**config.mk**
```make
export PLATFORM = sky130hd
export DESIGN_NAME = gpu_apb_cmd_master
export DESIGN_NICKNAME = d
export VERILOG_FILES = /design/src/rtl/gpu_apb_cmd_master.sv
export SDC_FILE = /design/constraint.sdc
export NUM_CORES = 1
export LEC_CHECK = 0
export CAP_MARGIN = 20
export CORE_ASPECT_RATIO = 1.1
export CORE_MARGIN = 8
export CORE_UTILIZATION = 40
export DETAILED_ROUTE_END_ITERATION = 10
export PLACE_DENSITY_LB_ADDON = 0.12
export SETUP_SLACK_MARGIN = 0.3
export SLEW_MARGIN = 0
export SYNTH_ARGS = -nofsm -noshare
export SYNTH_HDL_FRONTEND = slang
export SYNTH_SLANG_ARGS = --single-unit
```
**constraint.sdc**
```tcl
create_clock -name clk -period 2.31 [get_ports clk]
set_input_delay 0.462 -clock clk [delete_from_list [all_inputs] [get_ports clk]]
set_output_delay 0.462 -clock clk [all_outputs]
set_load 0.01 [all_outputs]
```
**src/rtl/gpu_apb_cmd_master.sv**
```systemverilog
// APB write initiator for the GPU command port. Buffers host command words in a small FIFO
// and replays each one, in push order, as a 2-cycle APB write to a fixed command address.
module gpu_apb_cmd_master #(
  parameter int          FIFO_DEPTH     = 4,
  parameter int          FIFO_ADDR_BITS = 2,
  parameter logic [31:0] CMD_ADDR       = 32'h0000_0000
) (
  input  logic                      clk,
  input  logic                      n_rst,
  input  logic [31:0]               cmd_data_i,
  input  logic                      cmd_valid_i,
  output logic                      cmd_ready_o,
  input  logic                      pause_i,
  output logic [31:0]               pAddr_o,
  output logic [31:0]               pDataWrite_o,
  output logic                      pSel_o,
  output logic                      pEnable_o,
  output logic                      pWrite_o,
  output logic [FIFO_ADDR_BITS:0]   pending_o,
  output logic                      idle_o
);

  typedef enum logic [1:0] {IDLE, SETUP, ACCESS} state_t;

  localparam logic [FIFO_ADDR_BITS:0] CNT_ONE   = (FIFO_ADDR_BITS+1)'(1);
  localparam logic [FIFO_ADDR_BITS:0] CNT_DEPTH = (FIFO_ADDR_BITS+1)'(FIFO_DEPTH);

  state_t                    state, state_nxt;
  logic [31:0]               mem [FIFO_DEPTH];
  logic [FIFO_ADDR_BITS-1:0] wr_ptr, rd_ptr, rd_ptr_inc;
  logic [FIFO_ADDR_BITS:0]   count;
  logic                      push, pop;
  logic [31:0]               head_nxt;

  assign cmd_ready_o = (count < CNT_DEPTH);
  assign push        = cmd_valid_i && cmd_ready_o;
  assign pop         = (state == ACCESS);
  assign rd_ptr_inc  = rd_ptr + 1'b1;
  assign pending_o   = count;
  assign idle_o      = (state == IDLE) && (count == '0);

  // A transfer entering SETUP from ACCESS sees the word behind the one being popped.
  assign head_nxt = pop ? mem[rd_ptr_inc] : mem[rd_ptr];

  always_comb begin
    state_nxt = state;
    case (state)
      IDLE:    if (count != '0 && !pause_i) state_nxt = SETUP;
      SETUP:   state_nxt = ACCESS;
      ACCESS:  state_nxt = (count > CNT_ONE && !pause_i) ? SETUP : IDLE;
      default: state_nxt = IDLE;
    endcase
  end

  always_ff @(posedge clk) begin
    if (push) mem[wr_ptr] <= cmd_data_i;
  end

  always_ff @(posedge clk or negedge n_rst) begin
    if (!n_rst) begin
      state  <= IDLE;
      wr_ptr <= '0;
      rd_ptr <= '0;
      count  <= '0;
    end else begin
      state <= state_nxt;
      if (push) wr_ptr <= wr_ptr + 1'b1;
      if (pop)  rd_ptr <= rd_ptr_inc;
      case ({push, pop})
        2'b10:   count <= count + 1'b1;
        2'b01:   count <= count - 1'b1;
        default: count <= count;
      endcase
    end
  end

  // APB outputs are registered from the next state so they change cleanly on the edge.
  always_ff @(posedge clk or negedge n_rst) begin
    if (!n_rst) begin
      pSel_o       <= 1'b0;
      pEnable_o    <= 1'b0;
      pWrite_o     <= 1'b0;
      pAddr_o      <= '0;
      pDataWrite_o <= '0;
    end else begin
      case (state_nxt)
        SETUP: begin
          pSel_o       <= 1'b1;
          pEnable_o    <= 1'b0;
          pWrite_o     <= 1'b1;
          pAddr_o      <= CMD_ADDR;
          pDataWrite_o <= head_nxt;
        end
        ACCESS: begin
          pSel_o    <= 1'b1;
          pEnable_o <= 1'b1;
          pWrite_o  <= 1'b1;
        end
        default: begin
          pSel_o       <= 1'b0;
          pEnable_o    <= 1'b0;
          pWrite_o     <= 1'b0;
          pAddr_o      <= '0;
          pDataWrite_o <= '0;
        end
      endcase
    end
  end

endmodule
```
# == Word-level counts from Yosys, hierarchy flattened ==
# Memory sizes are Yosys's and may differ from the RTL's.
# Index checks and enable logic that the tools add are counted.
# totals
register_bits,43
ramBits,128
in_bits,36
output_inout_bits,72
word_cells,40
mem_count,1
# op_classes
add_sub_neg,4
n_lt_le_gt_ge,2
eq_ne,6
mux,10
n_reduce_logical,10
# memory_table
name,words,word_bits,read_ports,rd_clocked_by_memory_dff,write_ports,line_no,rtl
mem,4,32,2,0,1,29,logic [31:0] mem [FIFO_DEPTH];
# ops
operator,n
32-bit one-hot mux with 2 select lines,1
32-bit two-way mux,1
"2-bit by 1-bit equality test with 1-bit output, second input constant",3
"2-bit equality test, second input constant",3
2-bit one-hot mux with 3 select lines,1
3-bit one-hot mux with 2 select lines,1
1-bit two-way mux,5
"2-bit by 1-bit adder with 2-bit output, second input constant",2
1-bit logical AND,4
"3-bit by 1-bit adder with 3-bit output, second input constant",1
"3-bit by 1-bit > comparator with 1-bit output, second input constant",1
3-bit logical NOT,1
"3-bit less-than comparator, second input constant",1
3-bit nonzero test,1
"3-bit by 1-bit subtractor with 3-bit output, second input constant",1
2-bit logical NOT,1
2-bit two-way mux,1
2-bit nonzero test,1
2-bit OR reduction,1
1-bit logical NOT,1

# == Longest topological paths before layout ==
# Gate-level depths: netlist (run 1).
# depth
ltp_word,7
ltp_mapped,8
mapped_depth_nobuf,7

# == Worst setup path before layout (run 1) ==
# Ideal clock, no wire load.
# synth_timing
path_type,input port to flip-flop
from,in cmd_valid_i
to,"mem mem[0][0], enable pin"
setup_time_ps,392
t_arrival_ps,1620
required_ps,1918
setup_slack_ps,298
path_stages,3
n_path_buf,1
cell_sequence,nor2b_1 -> clkbuf_1 -> and2_1
# synth_between
elab_chain_cells,3
# synth_rtl
element,line_no,rtl
"start, declared",11,"input logic cmd_valid_i,"
1-bit logical AND,36,assign push = cmd_valid_i && cmd_ready_o;
1-bit two-way mux,56,if (push) mem[wr_ptr] <= cmd_data_i;
1-bit two-way mux (implied by the code),56,
"end, declared",29,
# No other way between the ends.

# == Worst setup path in the final report (run 1) ==
# layout_timing
from,reg rd_ptr[1]
to,reg pDataWrite_o[18]
# layout_between
elab_chain_cells,4
# layout_rtl
element,line_no,rtl
"start, declared",30,"logic [FIFO_ADDR_BITS-1:0] wr_ptr, rd_ptr, rd_ptr_inc;"
"start signal, assigned",68,if (pop) rd_ptr <= rd_ptr_inc;
2-bit by 1-bit adder with 2-bit output,38,assign rd_ptr_inc = rd_ptr + 1'b1;
memory 4 x 32 bit (*),--,
32-bit two-way mux (*),43,assign head_nxt = pop ? mem[rd_ptr_inc] : mem[rd_ptr];
32-bit one-hot mux with 2 select lines (*),86,case (state_nxt)
"end signal, assigned",92,pDataWrite_o <= head_nxt;
"end, declared",15,"output logic [31:0] pDataWrite_o,"
# Mark *: on every way between the ends. The rest lies on a longest branch, timed or not.
# A chain may end at the register's enable or synchronous reset.

==> results of run 1 <==
[logic make-up after synthesis]
group | Yosys count
flops | 170
mux | 62
fa+ha+maj | 9
buf+inv | 105
compound gates | 132
xor+xnor | 7
other cells | 1
simple gates | 90
[final timing paths]
path,start,endpoint,slack (ps)
min in group clk,pDataWrite_o[30],pDataWrite_o[30],510
max,rd_ptr[1],pDataWrite_o[18],360
max in group asynchronous,n_rst,rd_ptr[1],1660
min,n_rst,pDataWrite_o[30],160
max reg2reg,rd_ptr[1],pDataWrite_o[18],360
min reg2reg,pDataWrite_o[30],pDataWrite_o[30],510
[placed cells by master (no fill, tap or decap), types with 5 or more instances in the layout]
master and instances:
nand2_1 7, conb_1 32, a32oi_1 30, a222oi_1 28, inv_6 5, buf_12 11, mux4_2 29, clkbuf_16 21
dfrtp_1 36, a211o_1 28, ha_1 8, buf_4 21, nor4bb_1 22, and4b_1 28, edfxtp_1 128, clkdlybuf4s50_1 71
mux2_1 7, mux2_2 24, and4bb_1 6, o22ai_1 31, xnor2_1 6, inv_1 8
[worst register-to-register path, stage by stage (launching register included)]
cell and delay [ps]:
dfrtp_4 540, and3b_2 370, buf_4 230, a211o_1 290
a222oi_1 250, o22ai_1 140
[through the flow]
stage / hold slack, ps / instances / setup WS [ps]
2_1_floorplan: 166 / 607 / 429
3_3_place_gp: 507 / 909 / 181
3_5_place_dp: 502 / 909 / 189
4_1_cts: 155 / 946 / 304
5_1_grt: 193 / 952 / 299
6_report: 155 / 952 / 359
[registers in the layout, summed over array words and instances, names as in the netlist]
signal        count
state             1
rd_ptr            2
wr_ptr            2
pWrite_o          1
mem             128
pEnable_o         1
pending_o         3
pDataWrite_o     32
[report_power, final]
part,switching (mW),internal [mW],leakage (nW)
logic,3.10,2.97,1.93
clock network,1.20,1.67,0.282
registers,0.394,3.91,1.70
total,4.69,8.55,3.91
[timing repair]
item	in CTS	in global routing
gates cloned	1	4
endpoints found under the setup margin	20	29
pin swaps	1	0
gates resized for setup	16	8
setup buffers	4	2
[cell type report]
type / count / area share, %
flip-flops and latches: 170 / 46.7
multi-input cells: 332 / 30.9
repair buffers: 117 / 12.9
clock buffers: 21 / 4.38
well taps: 290 / 3.45
clock inverters: 11 / 1.29
inverters: 11 / 0.393
[per-layer routing]
metal	global-route usage [%]	vias to the layer above	wire length [um]
met5	0	-	0
met4	6.63	0	446
met3	3.86	33	1580
met2	29.4	255	12000
met1	19.5	3014	9270
li1	-	2503	-
==> results by group, run 1 <==
Global routing
  – Grt ovf: 0
  – Number of global-route vias before repair: 6115
  – Antenna violations before repair: 0
  – First-pass GRT wire length: 34.2 mm
  – Global-route usage over all layers: 16.8%
  – Pin count of the biggest net entering global routing: 84

Logic synthesis
  – Area contributors post-synth: edfxtp_1, dfrtp_1, mux4_2
  – Adder-Cell Fraction of Synth Area: 1.31%
  – FF+latch count, synth: 170
  – Top-count cell post-synth: edfxtp_1
  – Post-synthesis mux area share: between 10% and 20%
  – Most common flop cell mapped by yosys: edfxtp_1
  – Simple-Gate Fraction of Synth Area: 9.02%
  – Asr flop ratio synth: around a quarter
  – Synth Area in Compound Gates: around 13%
  – Main combinational cell family by area after synthesis: compound AO/OA/AOI/OAI gates
  – Ys Warns: 0
  – Most frequent cells after synthesis: edfxtp_1, dfrtp_1, buf_4, o22ai_1, a32oi_1
  – Post-synth EDFFs: 128
  – XOR/XNOR Fraction of Synth Area: 0.712%
  – Share of the synthesized area in the top cell type: ~45%
  – Post-synthesis instance total: 576
  – Yosys cell types: 48
  – Post-synthesis sequential area ratio: between 50 and 60%
  – Post-Syn Area: 8610 sq um
  – Mean Syn Cell Area: 15.0 sq um
  – Yosys top cell by area: edfxtp_1

Setup path
  – Buf/Inv on CP: 1
  – Critical-path cell with the highest stage delay: dfrtp_4
  – Arrival time at the worst endpoint: approximately 2200 ps
  – Family with the most delay on the worst path: compound AO/OA/AOI/OAI gates
  – Reg2Reg Depth: 5
  – CP cell instances: and3b_2 > buf_4 > a211o_1 > a222oi_1 > o22ai_1
  – Startpoint types: flop
  – Critical path endpoint category: flop
  – Max Fanout on Critical Path: 12
  – Stages on the worst setup path: 5
  – Crit Path Category: flop to flop
  – CP Data Required Time: 2590 ps
  – Critical path's largest stage delay: around 540 ps

Clocking
  – CTS Buf Count: 17
  – CTS Hold Bufs: 0
  – CTS sink count: 170
  – Clock Tree Root: clkbuf_16
  – Worst skew pair latency: 430 ps
  – Clk pin slew, worst setup/hold paths: 60 ps
  – H-tree levels: 4
  – CTS tree: yes
  – Clock Tree Buf Depth: 2

Layout
  – Layout Cell Area excl Fill: 10500 sq um
  – Layout cells sized above 1: 22.7%
  – Footprint of the multi-input gates: 3250 sq um
  – Final core utilization: about half
  – Sequential cell area: between 4000 and 5000 sq um
  – Layout Area Growth over Synthesis: 22.0%
  – Diode count: 0
  – NumNets Final: 694
  – Fill cells: approximately 1900

Placed design
  – Placer Congestion: 0.784
  – Hpwl dp: 13.1 mm
  – Dpl cell area: 9670 sq um
  – PortBufs: 75

STA
  – RSZ-0062 raised after global routing: yes
  – Final setup violation count: 0
  – Tcrit/Tclk final: a little over four fifths
  – Tmin final: 1950 ps
  – Final Hold Vio Count: 0
  – Max Freq: just over 500 MHz
  – Final setup TNS: 0 ps
  – Final slew viol count: 0
  – Max_slew headroom: ~55%
  – Slew of the pin with the lowest slew margin: around 670 ps
  – Clock skew: 11.8 ps

Detailed routing
  – Initial DRC Count: 486
  – Vias post-DR: 5805
  – DR vias/cell: a little over 6
  – Post-Route WL: 23.3 mm
  – Drc violations: 0
  – DR WL/cell: between 20 and 25 um
  – DRT Pass-1 Iters: 5
  – Post-route ant nets: 0

Status
  – Outcome: finished, final reports clean

Die
  – Rows: 56
  – Die span in y: 170 um
  – Die area: 26500 sq um
  – Initial Util: between 40% and 50%
  – IO Pins: roughly 110
  – Core ar.: 21200 sq um
  – Die Span X: 156 um

Flow run
  – Max-cap violations: 0

Pwr
  – Total Power: 13.2 mW
  – Leak Pwr: approximately 3.9 nW
  – Power per cell area: 1260 nW/um^2
  – Peak VDD IR: 0.642 mV

Min path
  – Worst Hold Class: primary input to asynchronous set/reset pin
(Power assumes the default switching activity.)
==> run 2: changes to the inputs <==
Clock period 2.31 ns to 1.7 ns, I/O delays scaled along.
==> results by group, run 2 (synthesis gave the netlist of run 1 again) <==
Placed design
  – Hpwl dp: 15.4 mm
  – PortBufs: 75
  – Placer Congestion: between 0.7 and 0.8
  – Pre-CTS WS: -116 ps
  – Dpl cell area: 10200 sq um

Detailed routing
  – Wire length on met2: ~13 mm
  – Vias post-DR: 6105
  – Drc violations: 0
  – Post-route ant nets: 0
  – Met3 WL: between 1 and 1.5 mm
  – Top layer in use: met4
  – DRT Pass-1 Iters: 5
  – DR vias/cell: 5.89
  – Post-Route WL: ~25 mm
  – DR WL/cell: roughly 24 um
  – Post-Route M1 WL: 10.1 mm
  – Initial DRC Count: 556

Status
  – Failing checks: setup timing
  – Outcome: complete, but fails checks

Setup path
  – Cell repeated most along the worst path: buf_12
  – CP cell instances: buf_12 > buf_12 > and4b_1 > a211o_1 > a222oi_1 > o22ai_1
  – Critical path endpoint category: flop
  – Max Fanout on Critical Path: 29
  – CP Data Required Time: 2000 ps
  – Critical path's largest stage delay: between 500 and 600 ps
  – Crit Path Category: flop to flop
  – Arrival time at the worst endpoint: between 2000 and 2500 ps
  – Critical-path cell with the highest stage delay: dfrtp_4
  – Reg2Reg Depth: 6
  – Family with the most delay on the worst path: compound AO/OA/AOI/OAI gates
  – Stages on the worst setup path: 6
  – Startpoint types: flop
  – Buf/Inv on CP: 2

STA
  – RSZ-0062 raised after global routing: yes
  – Final slew viol count: 0
  – Max Freq: 557 MHz
  – Final setup TNS: -1300 ps
  – Clock skew: 8.92 ps
  – Final setup margin: -95.9 ps
  – Final setup violation count: 30
  – Hold slack final: 472 ps
  – Final Hold Vio Count: 0
  – Tmin final: 1800 ps
  – Tcrit/Tclk final: 106%

Clocking
  – Clock Tree Buf Depth: 2
  – CTS sink count: 170
  – Worst skew pair latency: 430 ps
  – Clk pin slew, worst setup/hold paths: 70 ps
  – CTS Buf Count: 17
  – CTS tree: yes
  – Clock Tree Root: clkbuf_16
  – H-tree levels: 4

Global routing
  – Grt ovf: 0
  – Pin count of the biggest net entering global routing: 37
  – Antenna violations before repair: 0
  – First-pass GRT wire length: 38.2 mm
  – Global-route usage over all layers: 19.0%
  – Number of global-route vias before repair: 6441

Layout
  – Max reg flops: 128
  – Most frequent cells in the layout: edfxtp_1, buf_4, buf_6
  – Diode count: 0
  – Most common cell after layout, fill and taps aside: edfxtp_1
  – Biggest register: mem
  – Layout Cell Area excl Fill: 11600 sq um
  – NumNets Final: 778
  – Layout cells sized above 1: about two fifths
  – Layout Area Growth over Synthesis: 34.3%

Min path
  – Worst Hold Class: primary input to asynchronous set/reset pin

Pwr
  – Total Power: 19.7 mW
  – Power per cell area: 1700 nW/um^2
  – Peak VDD IR: 1.22 mV
  – Leak Pwr: 4.54 nW

Die
  – Die Span X: 156 um
  – IO Pins: 108
  – Core ar.: 21200 sq um
  – Die span in y: 170 um
  – Rows: 56
  – Die area: 26500 sq um
  – Initial Util: between 40% and 50%

Flow run
  – Max-cap violations: 0
[run 2: changes by cell type in the layout (fill, tap and decap cells not counted), moves of 4 or more]
cell | previous run | this run
clkdlybuf4s50_1 | 71 | 34
buf_12 | 11 | 33
and2_2 | 4 | 0
buf_6 | 2 | 36
and2_4 | 0 | 4
clkinv_2 | 0 | 4
buf_2 | 2 | 33
buf_16 | 3 | 8
buf_4 | 21 | 44
[run 2: timing repair]
action	in CTS	in global routing
pin swaps	21	20
gates resized for setup	193	36
hold buffers	1	0
buffers inserted	28	13
setup endpoints to repair	147	170
endpoints found under the hold margin	42	0
gates cloned	9	4
[run 2: final timing paths]
| check | to | slack [ps] | from |
|---|---|---|---|
| worst min-delay path | pDataWrite_o[6] | 470 | n_rst |
| worst max-delay path | pDataWrite_o[5] | -100 | rd_ptr[1] |
| worst max register to register | pDataWrite_o[5] | -100 | rd_ptr[1] |
| max in group asynchronous | rd_ptr[1] | 870 | n_rst |
| worst min register to register | pDataWrite_o[18] | 550 | pDataWrite_o[18] |
| min in group clk | mem[2][29] | 540 | cmd_data_i[29] |
[run 2: per-stage QoR]
step | utilization, % | cells
after floorplan | - | 607
after global placement | 48.1 | 949
after detailed placement | 48.1 | 949
after CTS | 53.3 | 1019
after global routing | 54.5 | 1036
final | 54.5 | 1036
[run 2: layer usage]
layer	vias to the layer above	global-route usage (%)
met5	-	0
met4	0	7.52
met3	44	2.69
met2	264	32.8
met1	3116	23.5
li1	2681	-
[run 2: final cells by class]
type / instances / area, sq um
fillers: 1703 / 9660
flip-flops and latches: 170 / 4910
multi-input cells: 332 / 3370
repair buffers: 201 / 2330
clock buffers: 20 / 437
well taps: 290 / 363
clock inverters: 12 / 100
inverters: 11 / 53.8
[run 2: where the power goes]
| part | internal [mW] | switching [mW] |
|---|---|---|
| Combinational | 5.46 | 4.80 |
| Clock | 2.01 | 1.61 |
| Sequential | 5.32 | 0.505 |
[run 2: worst min-delay path, stage by stage]
cell	delay [ps]
dlygate4sd3_1	520
buf_2	130
buf_4	300
==> run 3: changes to the inputs <==
Settings changed: ABC_CLOCK_PERIOD_IN_PS set to 1700, PLACE_DENSITY set to 0.66, PLACE_DENSITY_LB_ADDON 0.12 to not set, TNS_END_PERCENT set to 100.
==> results by group, run 3 (synthesis gave the netlist of run 1 again) <==
Global routing
  – Global-route usage over all layers: 17.3%
  – Pin count of the biggest net entering global routing: 65
  – Antenna violations before repair: 0
  – Grt ovf: 0
  – Number of global-route vias before repair: 6273
  – First-pass GRT wire length: 35.3 mm

Detailed routing
  – DR vias/cell: about 6
  – Vias post-DR: 6199
  – Post-Route WL: 24.5 mm
  – Drc violations: 0
  – DR WL/cell: 24.0 um
  – DRT Pass-1 Iters: 7
  – Initial DRC Count: 835
  – Post-route ant nets: 0

Die
  – Core ar.: 21200 sq um
  – Die Span X: around 160 um
  – Initial Util: 40.6%
  – Die area: 26500 sq um
  – Rows: between 50 and 60
  – Die span in y: roughly 170 um
  – IO Pins: 108

Placed design
  – PortBufs: 75
  – Placed cell count: 939
  – Dpl cell area: ~10000 sq um
  – Hpwl dp: roughly 14 mm
  – Placer Congestion: 0.829

STA
  – Final slew viol count: 0
  – Tcrit/Tclk final: 109%
  – Final setup violation count: 33
  – Max Freq: 540 MHz
  – Final Hold Vio Count: 0
  – Final setup margin: -151 ps
  – Clock skew: 8.61 ps
  – Tmin final: approximately 1900 ps
  – RSZ-0062 raised after global routing: yes
  – Final setup TNS: -2770 ps

Clocking
  – H-tree levels: 4
  – Clock Tree Root: clkbuf_16
  – CTS sink count: 170
  – Worst skew pair latency: 430 ps
  – Clk pin slew, worst setup/hold paths: 60 ps
  – CTS tree: yes
  – CTS Buf Count: 17
  – Clock Tree Buf Depth: 2

Min path
  – Worst Hold Class: primary input to asynchronous set/reset pin

Setup path
  – Critical path's largest stage delay: about 530 ps
  – Critical path endpoint category: flop
  – Max Fanout on Critical Path: 14
  – CP Data Required Time: 2000 ps
  – Reg2Reg Depth: 5
  – Startpoint types: flop
  – Arrival time at the worst endpoint: 2150 ps
  – Critical-path cell with the highest stage delay: dfrtp_4
  – CP cell instances: and3b_2 > buf_12 > a211o_1 > a222oi_1 > o22ai_1
  – Crit Path Category: flop to flop

Pwr
  – Peak VDD IR: 1.23 mV
  – Net Sw Frac: 35.7%
  – Sequential power share: 29.5%
  – Clock power frac: 18.8%
  – Psw: 7.06 mW
  – Internal: 12.7 mW
  – Leak Pwr: about 4.4 nW
  – Combinational power share: 51.7%
  – Power per cell area: roughly 1700 nW/um^2

Layout
  – Biggest register: mem
  – Layout Cell Area excl Fill: 11400 sq um
  – Most frequent cells in the layout: edfxtp_1, buf_4, dfrtp_1
  – NumNets Final: 760
  – Post-route insts no fill: 1018
  – Layout Area Growth over Synthesis: 31.9%
  – Max reg flops: between 100 and 150
  – Final core utilization: 53.5%
  – Most common cell after layout, fill and taps aside: edfxtp_1
  – Diode count: 0
  – Layout cells sized above 1: about two fifths

Status
  – Outcome: complete, but fails checks
  – Failing checks: setup timing

Flow run
  – Max-cap violations: 0
run 3: power groups by stage:
stage / sequential, mW / combinational [mW] / clock, mW
after CTS: 5.82 / 9.06 / 3.76
after global placement: 5.88 / 7.99 / 0
after global routing: 5.90 / 10.8 / 3.93
after floorplan: 5.84 / 5.58 / 0
after detailed placement: 5.92 / 8.25 / 0
final: 5.84 / 10.2 / 3.72
run 3: path summary, 6_finish.rpt:
| check | slack [ps] | from | endpoint |
|---|---|---|---|
| worst max-delay path | -150 | rd_ptr[0] | pDataWrite_o[5] |
| worst min-delay path | 440 | n_rst | pWrite_o |
| worst max register to register | -150 | rd_ptr[0] | pDataWrite_o[5] |
| worst min register to register | 500 | pDataWrite_o[3] | pDataWrite_o[3] |
| max in group asynchronous | 1000 | n_rst | rd_ptr[1] |
| min in group clk | 500 | pDataWrite_o[3] | pDataWrite_o[3] |
run 3: metrics by stage:
step	setup WS [ps]	hold WS [ps]	total power, mW
6_report	-151	438	19.8
5_1_grt	-200	461	20.6
4_1_cts	-139	463	18.6
3_5_place_dp	-172	361	14.2
3_3_place_gp	-132	344	13.9
2_1_floorplan	87.3	44.4	11.4
run 3: repair_timing:
action / in CTS / in global routing
hold endpoints to repair: 42 / 0
resized for setup: 187 / 45
endpoints found under the setup margin: 77 / 182
buffers inserted: 22 / 13
gates cloned: 2 / 9
hold buffers: 1 / 0
pin swaps: 28 / 25
run 3: routing by layer:
| layer | wire length (um) | global-route usage, % |
|---|---|---|
| met1 | 9450 | 20.5 |
| met2 | 12600 | 30.3 |
| met3 | 2010 | 3.45 |
| met4 | 447 | 7.14 |
| met5 | 0 | 0 |
run 3: layout make-up:
| cell class | count | area [sq um] |
|---|---|---|
| clock inverters | 11 | 113 |
| fillers | 1683 | 9870 |
| clock buffers | 21 | 450 |
| well taps | 290 | 363 |
| inverters | 11 | 56.3 |
| repair buffers | 183 | 2020 |
| multi-input cells | 332 | 3450 |
| flip-flops and latches | 170 | 4910 |
run 3: worst max-delay path, delay by kind of cell (launching register included):
| family | cells | cell delay (ps) |
|---|---|---|
| compound gates | 3 | 750 |
| flops | 1 | 530 |
| buf+inv | 1 | 160 |
| simple gates | 1 | 260 |
